`src/rtl/arb_pkg.sv`:
```
// Shared types and helpers for the round-robin request arbiter.
// Optional ARB_TIMEOUT_EN enables the forced-release hold counter.
package arb_pkg;

  localparam int N_REQ    = 4;
  localparam int ID_W     = 2;
  localparam int MAX_HOLD = 8;

  typedef enum logic {
    IDLE  = 1'b0,
    GRANT = 1'b1
  } state_t;

  function automatic logic [ID_W-1:0] onehot_to_id(
    input logic [N_REQ-1:0] oh
  );
    logic [ID_W-1:0] id;
    id = '0;
    unique case (1'b1)
      oh[0]:   id = 2'd0;
      oh[1]:   id = 2'd1;
      oh[2]:   id = 2'd2;
      oh[3]:   id = 2'd3;
      default: id = 2'd0;
    endcase
    return id;
  endfunction

endpackage

```
`src/rtl/rr_req_arbiter_if.sv`:
```
// Request/grant bundle between requesters and the arbiter.
// Timeout output only toggles when ARB_TIMEOUT_EN is defined.
interface rr_req_arbiter_if;
  import arb_pkg::*;

  logic             en;
  logic [N_REQ-1:0] req;
  logic             done;
  logic [N_REQ-1:0] gnt;
  logic [ID_W-1:0]  gnt_id;
  logic             gnt_vld;
  logic             timeout;

  modport master (
    output en, req, done,
    input  gnt, gnt_id, gnt_vld, timeout
  );

  modport slave (
    input  en, req, done,
    output gnt, gnt_id, gnt_vld, timeout
  );

endinterface

```
`src/rtl/rr_prio_pick.sv`:
```
// Rotated priority encoder: lowest request above ptr, else lowest overall.
// Purely combinational; used by rr_req_arbiter for every grant issue.
module rr_prio_pick
  import arb_pkg::*;
(
  input  logic [N_REQ-1:0] req,
  input  logic [ID_W-1:0]  ptr,
  output logic [ID_W-1:0]  pick_id,
  output logic             pick_vld
);

  logic [N_REQ-1:0] mask;
  logic [N_REQ-1:0] masked;
  logic [N_REQ-1:0] src;
  logic [N_REQ-1:0] low;

  // Mask off ptr and below, isolate lowest set bit of the chosen vector
  always_comb begin
    mask = '0;
    for (int i = 0; i < N_REQ; i++)
      mask[i] = (i > int'(ptr));
    masked   = req & mask;
    src      = (|masked) ? masked : req;
    low      = src & (~src + 4'd1);
    pick_id  = onehot_to_id(low);
    pick_vld = |req;
  end

endmodule

```
`src/rtl/rr_req_arbiter.sv`:
```
// Four-way round-robin arbiter with grant hold and release handshake.
// Define ARB_TIMEOUT_EN to force release after MAX_HOLD grant cycles.
module rr_req_arbiter
  import arb_pkg::*;
(
  input logic            clk,
  input logic            rst,
  rr_req_arbiter_if.slave bus
);

  state_t           state_q, state_d;
  logic [N_REQ-1:0] gnt_q, gnt_d;
  logic [ID_W-1:0]  id_q, id_d;
  logic [ID_W-1:0]  ptr_q, ptr_d;
  logic             timeout_q, timeout_d;
  logic [N_REQ-1:0] arb_req;
  logic [ID_W-1:0]  pick_id;
  logic             pick_vld;
  logic             owner_rel;
  logic             force_rel;
  logic             rel;
  logic             issue;

  // Owner releases by done or by withdrawing its request
  assign owner_rel = (state_q == GRANT) &&
                     (bus.done || !bus.req[id_q]);

`ifdef ARB_TIMEOUT_EN
  logic [7:0] hold_q, hold_d;

  assign force_rel = (state_q == GRANT) && !owner_rel &&
                     (hold_q == 8'(MAX_HOLD - 1));

  // Hold counter: cleared on issue, counts every GRANT cycle
  always_comb begin
    hold_d = hold_q;
    if (issue)
      hold_d = '0;
    else if (state_q == GRANT)
      hold_d = hold_q + 8'd1;
  end

  // Hold counter register
  always_ff @(posedge clk or posedge rst) begin
    if (rst) hold_q <= '0;
    else     hold_q <= hold_d;
  end
`else
  assign force_rel = 1'b0;
`endif

  assign rel = owner_rel | force_rel;

  // The released owner never competes in the same-edge pick
  assign arb_req = (state_q == GRANT) ? (bus.req & ~gnt_q) : bus.req;

  rr_prio_pick u_pick (
    .req      (arb_req),
    .ptr      (ptr_q),
    .pick_id  (pick_id),
    .pick_vld (pick_vld)
  );

  // Next-state and grant decisions
  always_comb begin
    state_d   = state_q;
    gnt_d     = gnt_q;
    id_d      = id_q;
    ptr_d     = ptr_q;
    timeout_d = 1'b0;
    issue     = 1'b0;
    unique case (state_q)
      IDLE: begin
        if (bus.en && pick_vld)
          issue = 1'b1;
      end
      GRANT: begin
        if (rel) begin
          timeout_d = force_rel;
          if (bus.en && pick_vld) begin
            issue = 1'b1;
          end else begin
            gnt_d   = '0;
            state_d = IDLE;
          end
        end
      end
      default: state_d = IDLE;
    endcase
    if (issue) begin
      gnt_d   = 4'b0001 << pick_id;
      id_d    = pick_id;
      ptr_d   = pick_id;
      state_d = GRANT;
    end
  end

  // State, pointer and grant registers
  always_ff @(posedge clk or posedge rst) begin
    if (rst) begin
      state_q   <= IDLE;
      gnt_q     <= '0;
      id_q      <= '0;
      ptr_q     <= 2'd3;
      timeout_q <= 1'b0;
    end else begin
      state_q   <= state_d;
      gnt_q     <= gnt_d;
      id_q      <= id_d;
      ptr_q     <= ptr_d;
      timeout_q <= timeout_d;
    end
  end

  assign bus.gnt     = gnt_q;
  assign bus.gnt_id  = id_q;
  assign bus.gnt_vld = |gnt_q;
  assign bus.timeout = timeout_q;

endmodule

```
`src/flat_wrapper.sv`:
```
// flat-port wrapper written by rule: the top's interface ports become plain ports
module rr_req_arbiter_flat import arb_pkg::*;
  (clk, rst, bus_en, bus_req, bus_done, bus_gnt, bus_gnt_id, bus_gnt_vld, bus_timeout);
  rr_req_arbiter_if bus_i ();
  input logic clk;
  input logic rst;
  input wire logic [$bits(bus_i.en)-1:0] bus_en;
  input wire logic [$bits(bus_i.req)-1:0] bus_req;
  input wire logic [$bits(bus_i.done)-1:0] bus_done;
  output wire logic [$bits(bus_i.gnt)-1:0] bus_gnt;
  output wire logic [$bits(bus_i.gnt_id)-1:0] bus_gnt_id;
  output wire logic [$bits(bus_i.gnt_vld)-1:0] bus_gnt_vld;
  output wire logic [$bits(bus_i.timeout)-1:0] bus_timeout;
  assign bus_i.en = bus_en;
  assign bus_i.req = bus_req;
  assign bus_i.done = bus_done;
  assign bus_gnt = bus_i.gnt;
  assign bus_gnt_id = bus_i.gnt_id;
  assign bus_gnt_vld = bus_i.gnt_vld;
  assign bus_timeout = bus_i.timeout;
  rr_req_arbiter u_core (.clk(clk), .rst(rst), .bus(bus_i));
endmodule
```
`config.mk`:
```
export PLATFORM = sky130hd
export DESIGN_NAME = rr_req_arbiter_flat
export DESIGN_NICKNAME = d
export VERILOG_FILES = /design/src/rtl/arb_pkg.sv /design/src/rtl/rr_req_arbiter_if.sv /design/src/rtl/rr_prio_pick.sv /design/src/rtl/rr_req_arbiter.sv /design/src/flat_wrapper.sv
export SDC_FILE = /design/constraint.sdc
export NUM_CORES = 1
export LEC_CHECK = 0
export ABC_AREA = 1
export CAP_MARGIN = 5
export CORE_AREA = 2 2 45 47
export CTS_BUF_LIST = sky130_fd_sc_hd__clkbuf_8
export DETAILED_ROUTE_END_ITERATION = 8
export DIE_AREA = 0 0 47 49
export MAX_ROUTING_LAYER = met4
export PLACE_DENSITY_LB_ADDON = 0.1
export SLEW_MARGIN = 20
export SYNTH_ARGS = -nofsm -noshare
export SYNTH_HDL_FRONTEND = slang
export SYNTH_SLANG_ARGS = --single-unit
```
`constraint.sdc`:
```
create_clock -name clk -period 1.4 [get_ports clk]
set_input_delay 0.28 -clock clk [delete_from_list [all_inputs] [get_ports clk]]
set_output_delay 0.28 -clock clk [all_outputs]
set_load 0.1 [all_outputs]
```
==> impl.org, run 1 <==
** Status
- Result of the run :: finished, violations left
- Failing checks :: setup timing

** Floorplan
- In this run the horizontal extent of the chip is ~47 microns.
- Number of top-level pins :: 16
- The floorplan has 16 rows.
- After floorplanning, the core was sized to cover 1842 sq um.
- Die ar. :: between 2000 and 2500 sq um
- The initial utilization of the core area, before any placement, comes to 0.3655.
- Die boundary height :: 49 microns

** Synth
- Post-synth top area share :: 0.2602
- Share of cell area taken by muxes after synthesis :: 0
- After synthesis the netlist holds a flip-flop and latch count of 9.
- Number of synthesis warnings :: 0
- After synthesis, the cell types taking the most area are dfrtp_1, nand2_1, nand3_1.
- Of the total synthesized cell area, the portion taken by XOR and XNOR cells is 0.
- Compound-Gate Fraction of Synth Area :: 0.04275
- Syn Inst Count :: 102
- Flip-flop cell with the highest count after synthesis :: dfrtp_1
- Most frequent cell after synthesis :: nand2_1
- Synth top cells by count :: nand2_1, inv_1, nand3_1
- The average instance in the mapped netlist occupies 6.599 sq um.
- Post-synthesis share of cell area spent on and, or, nand and nor gates :: 0.5019
- Summing every instance area after synthesis gives between 600 and 700 sq um.
- The synthesized design spends more area on one cell type than any other, namely dfrtp_1.
- By area, the combinational part of the netlist is dominated by simple AND/OR/NAND/NOR gates.
- The share of the Yosys chip area taken by registers is 0.3383.
- Netlist cell types :: 19
- Number of enable flip-flop cells after synthesis :: 0
- Synthesis produced a netlist with a net count of 110.
- Of all flip-flops after synthesis, the portion carrying an async set or reset was 1.000.
- Adder-Cell Fraction of Synth Area :: 0

** GRT
- Entering global routing, the biggest net connects 10 pins.
- Global-route wire length before repair :: 2877 microns
- For met1 alone, demand over resource in global routing was 0.2373.
- The number of antenna violations at the first check in global routing is 0.
- Fraction of met3 tracks used by global routing :: 0.05556
- Most crowded layer after global routing :: met2
- The via count of the first global-routing pass is between 600 and 700.
- Global routing usage summed across all routing layers :: 0.1819
- Routing usage on met2 :: 0.2603
- The total overflow left after global routing is 0.

** Setup path
- In this run the register-to-register setup slack is -0.09 ns.
- Top fanout value on the critical path :: 2
- The signal on the critical path passes through or4_4 > buf_12.
- Kind of capture point of the worst setup path :: output port
- The worst setup path is launched from a flop.
- Arrival time at the worst endpoint :: 1.42 ns
- By startpoint and endpoint, the worst setup path is classified as reg -> out.
- At the worst endpoint, the required time is ~1.1 ns.
- Measured in cells, the most critical reg-to-reg path has a length of 10.
- Worst r2r src :: u_core.bus.gnt[0]
- On the worst path, the slowest cell contributes a delay of approximately 0.55 ns.
- The slowest stage of the critical path belongs to the cell or4_4.
- The worst register-to-register path ends at u_core.bus.gnt_id[1].

** Clock tree
- The clock passes through at most 2 buffers.
- Master cell of the clock root buffer :: clkbuf_8
- Clock-pin slew on the worst setup and hold paths :: ~0.04 ns
- For this design, the CTS-stage hold fixing added 0 buffers.
- TritonCTS built the clock tree.
- CTS H-tree lvls :: 1
- TritonCTS Buffers :: 3
- The later pin in the worst-skew pair is clocked with a latency of about 0.23 ns.
- For this design, the sink count on the clock tree is 9.

** Cells and area
- Of the cells placed in the final design, the portion with a size suffix greater than 1 is 0.4000.
- 0 antenna diodes ended up in the layout.
- Final Core Density :: 0.5781
- Layout-stage area growth over the synthesis result :: 58.18%
- Once layout is complete, the cells apart from fillers number 152.
- Final Instance Area :: between 1000 and 1500 sq um
- Nets :: approximately 130

** STA
- The max-slew violation total from the final report came to 0.
- Setup repair after global routing could not meet its margin everywhere.
- Hold is met by between 0.3 and 0.4 ns.
- Total setup violations reported at the end of the flow :: 9
- The number of hold violations in the final report is 0.
- Based on the critical path, the design can be clocked at up to 0.5866 GHz.
- Setup Total Neg Slack :: -0.5925 ns
- Dividing the final minimum period by the clock period gives 1.218.
- The smallest clock period supported by the final layout is computed as around 1.7 ns.
- Worst Slack Setup Final :: -0.3047 ns
- Clock skew on the completed layout was measured at approximately 0.0016 ns.

** Drt
- Total wire length :: between 1500 and 2000 microns
- In this run, the number of DRC markers left after iteration 0 of detailed routing was 26.
- After detailed routing, the number of vias per cell comes to approximately 4.6.
- Across all layers, the routed design uses approximately 700 vias.
- After detailed routing, the number of remaining DRC violations is 0.
- For this run, the detailed router's first-pass iteration total came to 4.
- Dividing the detail-routed wire length by the instance count gives between 10 and 15 microns.
- The count of nets left with antenna violations once routing finished came out at 0.

** Place
- Placement-stage worst setup slack :: -0.2286 ns
- Number of buffers added on ports :: 14
- Final estimated routing congestion in global placement :: slightly below 0.9
- Placement-stage cell area :: 974.7 sq um
- Detailed placement ended at an HPWL of about 1400 microns.
- After detailed placement, the design holds a cell count of about 150.

** Job
- Max-cap violations in this run came to 0.

** Pwr
- Maximum vdd ir drop :: between 1 and 1.5 mV
- The analysis attributes to cell leakage a power of between 0.5 and 0.6 nW.
- Overall power consumption :: around 2.9 mW
- Power spread over the standard cell area amounts to approximately 2700 nW/um^2.

** Min path
- Min-delay worst type :: in -> async
-- power by group --
part / switching [mW] / internal, mW
Combinational: 1.31 / 0.728
Clock: 0.101 / 0.194
Sequential: 0.163 / 0.435
Total: 1.57 / 1.36
-- worst max-delay path: cells and delay by family, from the launching register on --
kind | cells | cell delay [ns]
AND/OR/NAND/NOR | 1 | 0.55
flip-flops | 1 | 0.46
buffers and inverters | 1 | 0.18
-- state kept, by name, indices dropped and copies added (netlist names) --
register,flops
u_core.bus.gnt,4
u_core.ptr_q,2
u_core.bus.gnt_id,2
u_core.state_q,1
-- final cells by class --
cell class,instances,area (sq um)
multi-input cells,76,412.9
fillers,186,777.0
clock buffers,3,41.29
flip-flops and latches,9,249.0
inverters,15,56.30
repair buffers,21,266.5
clock inverters,1,5.005
well taps,27,33.78
-- layer usage --
layer,vias up,wire [microns]
met5,-,0
met1,323,791
met2,13,831
met3,2,57
li1,361,-
met4,0,21
-- how the worst max path moves through the flow --
stage / start / to / slack [ns] / cells after the start
2_1_floorplan: u_core.bus.gnt[0] / bus_gnt_vld / -0.24 / 1
5_1_grt: u_core.bus.gnt[2] / bus_gnt_vld / -0.33 / 2
3_3_place_gp: bus_req[2] / u_core.bus.gnt[0] / -0.22 / 10
3_5_place_dp: bus_req[2] / u_core.bus.gnt_id[0] / -0.23 / 10
6_report: u_core.bus.gnt[2] / bus_gnt_vld / -0.30 / 2
4_1_cts: u_core.bus.gnt[3] / bus_gnt_vld / -0.31 / 2
-- cell usage in the layout, fill, tap and decap left out, drive strengths merged --
cell type      instances
a21boi                 1
a21oi                  1
nand3                 16
clkbuf                 3
clkdlybuf4s50          7
nor2                   9
buf                   14
o21ai                  1
inv                   15
dfrtp                  7
clkinv                 1
nand2                 44
nor3                   1
dfstp                  2
conb                   1
or4                    1
nand4                  1
-- cell families (layout without fill, tap and decap cells) --
group | count (synthesis) | after routing
AND/OR/NAND/NOR | 72 | 72
flip-flops | 9 | 9
AO/OA/AOI/OAI | 3 | 3
buffers and inverters | 17 | 40
other | 1 | 1
-- timing repair --
action | 4_1_cts | 5_1_grt
setup endpoints to repair | 7 | 9
pin swaps | 5 | 6
cloned | 0 | 0
gates resized for setup | 7 | 7
buffers inserted | 0 | 0
No activity file was read; power rests on OpenSTA's default activity.
==> inputs of run 2 (changes only) <==
--- a/config.mk
+++ b/config.mk
@@ -5,12 +5,11 @@
 export SDC_FILE = /design/constraint.sdc
 export NUM_CORES = 1
 export LEC_CHECK = 0
-export ABC_AREA = 1
 export CAP_MARGIN = 5
-export CORE_AREA = 2 2 45 47
+export CORE_AREA = 2 2 44 46
 export CTS_BUF_LIST = sky130_fd_sc_hd__clkbuf_8
 export DETAILED_ROUTE_END_ITERATION = 8
-export DIE_AREA = 0 0 47 49
+export DIE_AREA = 0 0 46 48
 export MAX_ROUTING_LAYER = met4
 export PLACE_DENSITY_LB_ADDON = 0.1
 export SLEW_MARGIN = 20
==> impl.org, run 2 <==
** Synth
- For this run, the register share of the synthesized area comes to 0.3633.
- Syn Inst Count :: 67
- Synth Cell Area :: between 600 and 700 sq um
- For this run, the leading register cell type out of synthesis is dfrtp_1.
- Post-synth top area share :: 0.2794
- Synthesis instantiated 36 different standard cells from the library.
- Synthesized area per cell :: ~9.4 sq um
- The number of nets in the synthesized netlist is 75.
- Sorting the synthesized cells by area gives the leading types as dfrtp_1, dfstp_2, a21bo_2.
- FFs w/ async S/R, synth :: 1.000
- In this run, synthesis produced a sequential element count of 9.
- Sorting the synthesized cells by how often they occur yields dfrtp_1, inv_1, nand2_1, nor2_1, a21oi_1.
- Top cell type by total area after synthesis :: dfrtp_1
- Number of enable flip-flop cells after synthesis :: 0
- Number of synthesis warnings :: 0
- dfrtp_1 is the most common cell in the netlist.

** Cells and area
- Number of antenna diodes :: 0
- Nets :: between 100 and 150
- Relative to the synthesized area, the layout overhead comes to 96.21%.
- Most frequent cells in the layout :: buf_4, buf_6, inv_1, buf_12, nor2_1
- Most common cell after layout, fill and taps aside :: buf_4
- Count of fill cells added during filler insertion :: 120
- In the final layout, the share of cells above drive strength 1 is 0.6111.
- The register with the most flip-flops in the layout has 4 of them.

** Drt
- After detailed routing, the average wire length per cell comes to between 15 and 20 microns.
- After detailed routing, the total wire length is between 1500 and 2000 microns.
- First-pass detailed-route iteration total :: 4
- Total vias in the final route :: a little under 700
- Using the TritonRoute via totals, the vias-per-cell ratio works out to between 5 and 6.
- Initial drt markers :: 13
- Number of routed nets with antenna violations :: 0
- # DRC :: 0

** Clock tree
- The clock reaches the later pin of the worst-skew pair after between 0.2 and 0.25 ns.
- Clock-pin slew was measured on the worst setup and hold paths at around 0.05 ns.
- TritonCTS created 3 clock buffers.
- Number of sinks on the clock net :: 9
- Maximum clock path buffer count :: 2
- TritonCTS built the clock tree.
- CTS built an H-tree with a depth of 1.
- In this run the clock root is driven by a clkbuf_8.

** Status
- Result of the run :: finished, violations left
- Failing checks :: setup timing

** STA
- Upper clock frequency limit :: approximately 0.56 GHz
- Setup repair after global routing could not meet its margin everywhere.
- Time the worst path needs with I/O delays and setup :: around 1.8 ns
- Once routing completed, OpenROAD measured the worst setup slack at -0.3835 ns.
- The number of hold violations in the final report came to 0.
- Setup violations remaining at the end of the flow were counted as 9.
- Number of max-slew violations in the final report :: 0
- Dividing the final minimum period by the clock period gives 1.274.
- Clock skew on the completed layout was measured at around 0.00076 ns.
- In the final timing run, aggregate negative setup slack is -2.311 ns.

** Setup path
- Data arrives at the worst endpoint at ~1.5 ns.
- Type of origin of the critical path :: flop
- Data required time at the worst endpoint :: roughly 1.1 ns
- Along the worst path, the maximum fanout reaches 2.
- Category of the most critical setup path :: reg -> out
- Kind of capture point of the worst setup path :: output port

** Place
- Routability-driven placement finished with a final weighted congestion of 0.8775.
- Number of buffers added on ports :: 14
- After legalization and detailed placement, the total HPWL measured 1376 microns.

** Pwr
- Net switching fraction of the power :: 0.4917
- Internal power :: between 1.5 and 2 mW
- Of the total power, combinational logic draws 0.731.
- Net switching power :: roughly 1.6 mW
- Power comes to around 3.3 mW.
- Power density over the cells :: around 2700 nW/um^2
- The share of total power dissipated in sequential elements is 0.176.
- Relative contribution of the clock network to total power :: 0.093
- Total leakage power :: between 0.5 and 0.6 nW
- Maximum vdd ir drop :: between 1.5 and 2 mV

** GRT
- The number of antenna violations at the first check in global routing came to 0.
- Global routing finished with a remaining overflow of 0.
- The first global-routing pass estimated approximately 3000 microns of wire.
- Entering global routing, the biggest net connects 10 pins.
- The via count of the first global-routing pass was about 650.
- Global routing usage summed across all routing layers :: 0.2010

** Floorplan
- Number of top-level pins :: 16
- DIE WIDTH :: approximately 46 microns
- The die is around 48 microns tall.
- Area of the core :: ~1700 sq um
- The floorplan has 15 rows.
- Die ar. :: 2208 sq um
- Initial core utilization :: 0.3711

** Job
- The tool flagged a number of max-cap violations equal to 0.

** Min path
- Min-delay worst type :: in -> async
-- run 2: cell count changes after synthesis, moves of 3 or more --
cell / before / now
a21bo_2: 0 / 3
a21oi_1: 1 / 4
inv_1: 15 / 6
nand2_1: 38 / 5
nand2_2: 6 / 0
nand3_1: 14 / 1
nor2_2: 3 / 0
o221ai_1: 0 / 3
-- run 2: logic make-up (layout without fill, tap and decap cells) --
kind of cell / after synthesis / in the layout / synth area share
DFF: 9 / 9 / 0.3633
other: 1 / 1 / 0.005982
AOI/OAI and AO/OA: 29 / 29 / 0.3833
muxes: 1 / 1 / 0.01597
buffers and inverters: 9 / 50 / 0.06986
and+or+nand+nor: 18 / 18 / 0.1617
-- run 2: final cells by class --
type | count | area (sq um) | share of cell area
Tap cell | 17 | 21.27 | 0.01729
Sequential cell | 9 | 246.5 | 0.2004
Inverter | 6 | 22.52 | 0.01831
Timing Repair Buffer | 40 | 441.7 | 0.3591
Multi-Input combinational cell | 49 | 452.9 | 0.3683
Clock inverter | 1 | 3.754 | 0.003052
Clock buffer | 3 | 41.29 | 0.03357
-- run 2: worst paths after layout --
| kind | depth (start not counted) | to | slack, ns | start |
|---|---|---|---|---|
| max in group asynchronous | 2 | u_core.ptr_q[1] | 0.78 | rst |
| setup reg to reg | 5 | u_core.bus.gnt[2] | -0.29 | u_core.bus.gnt_id[0] |
| setup / recovery | 3 | bus_gnt_vld | -0.38 | u_core.bus.gnt[3] |
| hold / removal | 2 | u_core.bus.gnt[3] | 0.32 | rst |
| hold reg to reg | 2 | u_core.ptr_q[0] | 0.54 | u_core.ptr_q[0] |
| min in group clk | 3 | u_core.state_q | 0.51 | bus_req[0] |
-- run 2: critical path, cell delays in order, from the launching register on --
cell and delay (ns):
dfrtp_4 0.47, buf_6 0.12, or4_4 0.48, buf_12 0.18
-- run 2: power groups by stage --
stage	Sequential (mW)	Clock (mW)	Combinational, mW
floorplan	1.06	0	0.777
global placement	0.566	0	2.13
detailed placement	0.570	0	2.13
CTS	0.584	0.308	2.32
global route	0.614	0.321	2.56
finish	0.589	0.310	2.44
-- run 2: repair_timing --
action | in CTS | in global routing
hold buffers | 0 | 0
resized for setup | 18 | 12
setup endpoints to repair | 10 | 11
setup buffers | 4 | 3
pin swaps | 8 | 6
-- run 2: per-layer routing --
metal  vias up  share of wire  global-route usage
met2        16           0.53              0.3167
met3         5          0.021             0.03019
met5         -              0                   -
met1       330           0.43              0.2512
met4         0          0.019             0.09714
li1        330              -                   -
-- run 2: per-stage QoR --
| stage | util | std cells | hold WS, ns | area [sq um] | setup slack, ns |
|---|---|---|---|---|---|
| final | 0.7281 | 125 | 0.3156 | 1230 | -0.3835 |
| after detailed placement | 0.6000 | 115 | 0.5263 | 1013 | -0.5906 |
| after CTS | 0.6896 | 123 | 0.3276 | 1165 | -0.3722 |
| after global placement | 0.6000 | 115 | 0.5369 | 1013 | -0.5806 |
| after global routing | 0.7281 | 125 | 0.3478 | 1230 | -0.4010 |
| after floorplan | - | 67 | 0.1064 | 653.1 | -0.3631 |
==> inputs of run 3 (changes only) <==
--- a/config.mk
+++ b/config.mk
@@ -8,6 +8,7 @@
 export CAP_MARGIN = 5
 export CORE_AREA = 2 2 44 46
 export CTS_BUF_LIST = sky130_fd_sc_hd__clkbuf_8
+export CTS_CLUSTER_SIZE = 24
 export DETAILED_ROUTE_END_ITERATION = 8
 export DIE_AREA = 0 0 46 48
 export MAX_ROUTING_LAYER = met4
==> results of run 3 <==
Same layout as run 2: the final DEF is identical, and so are final timing and power.
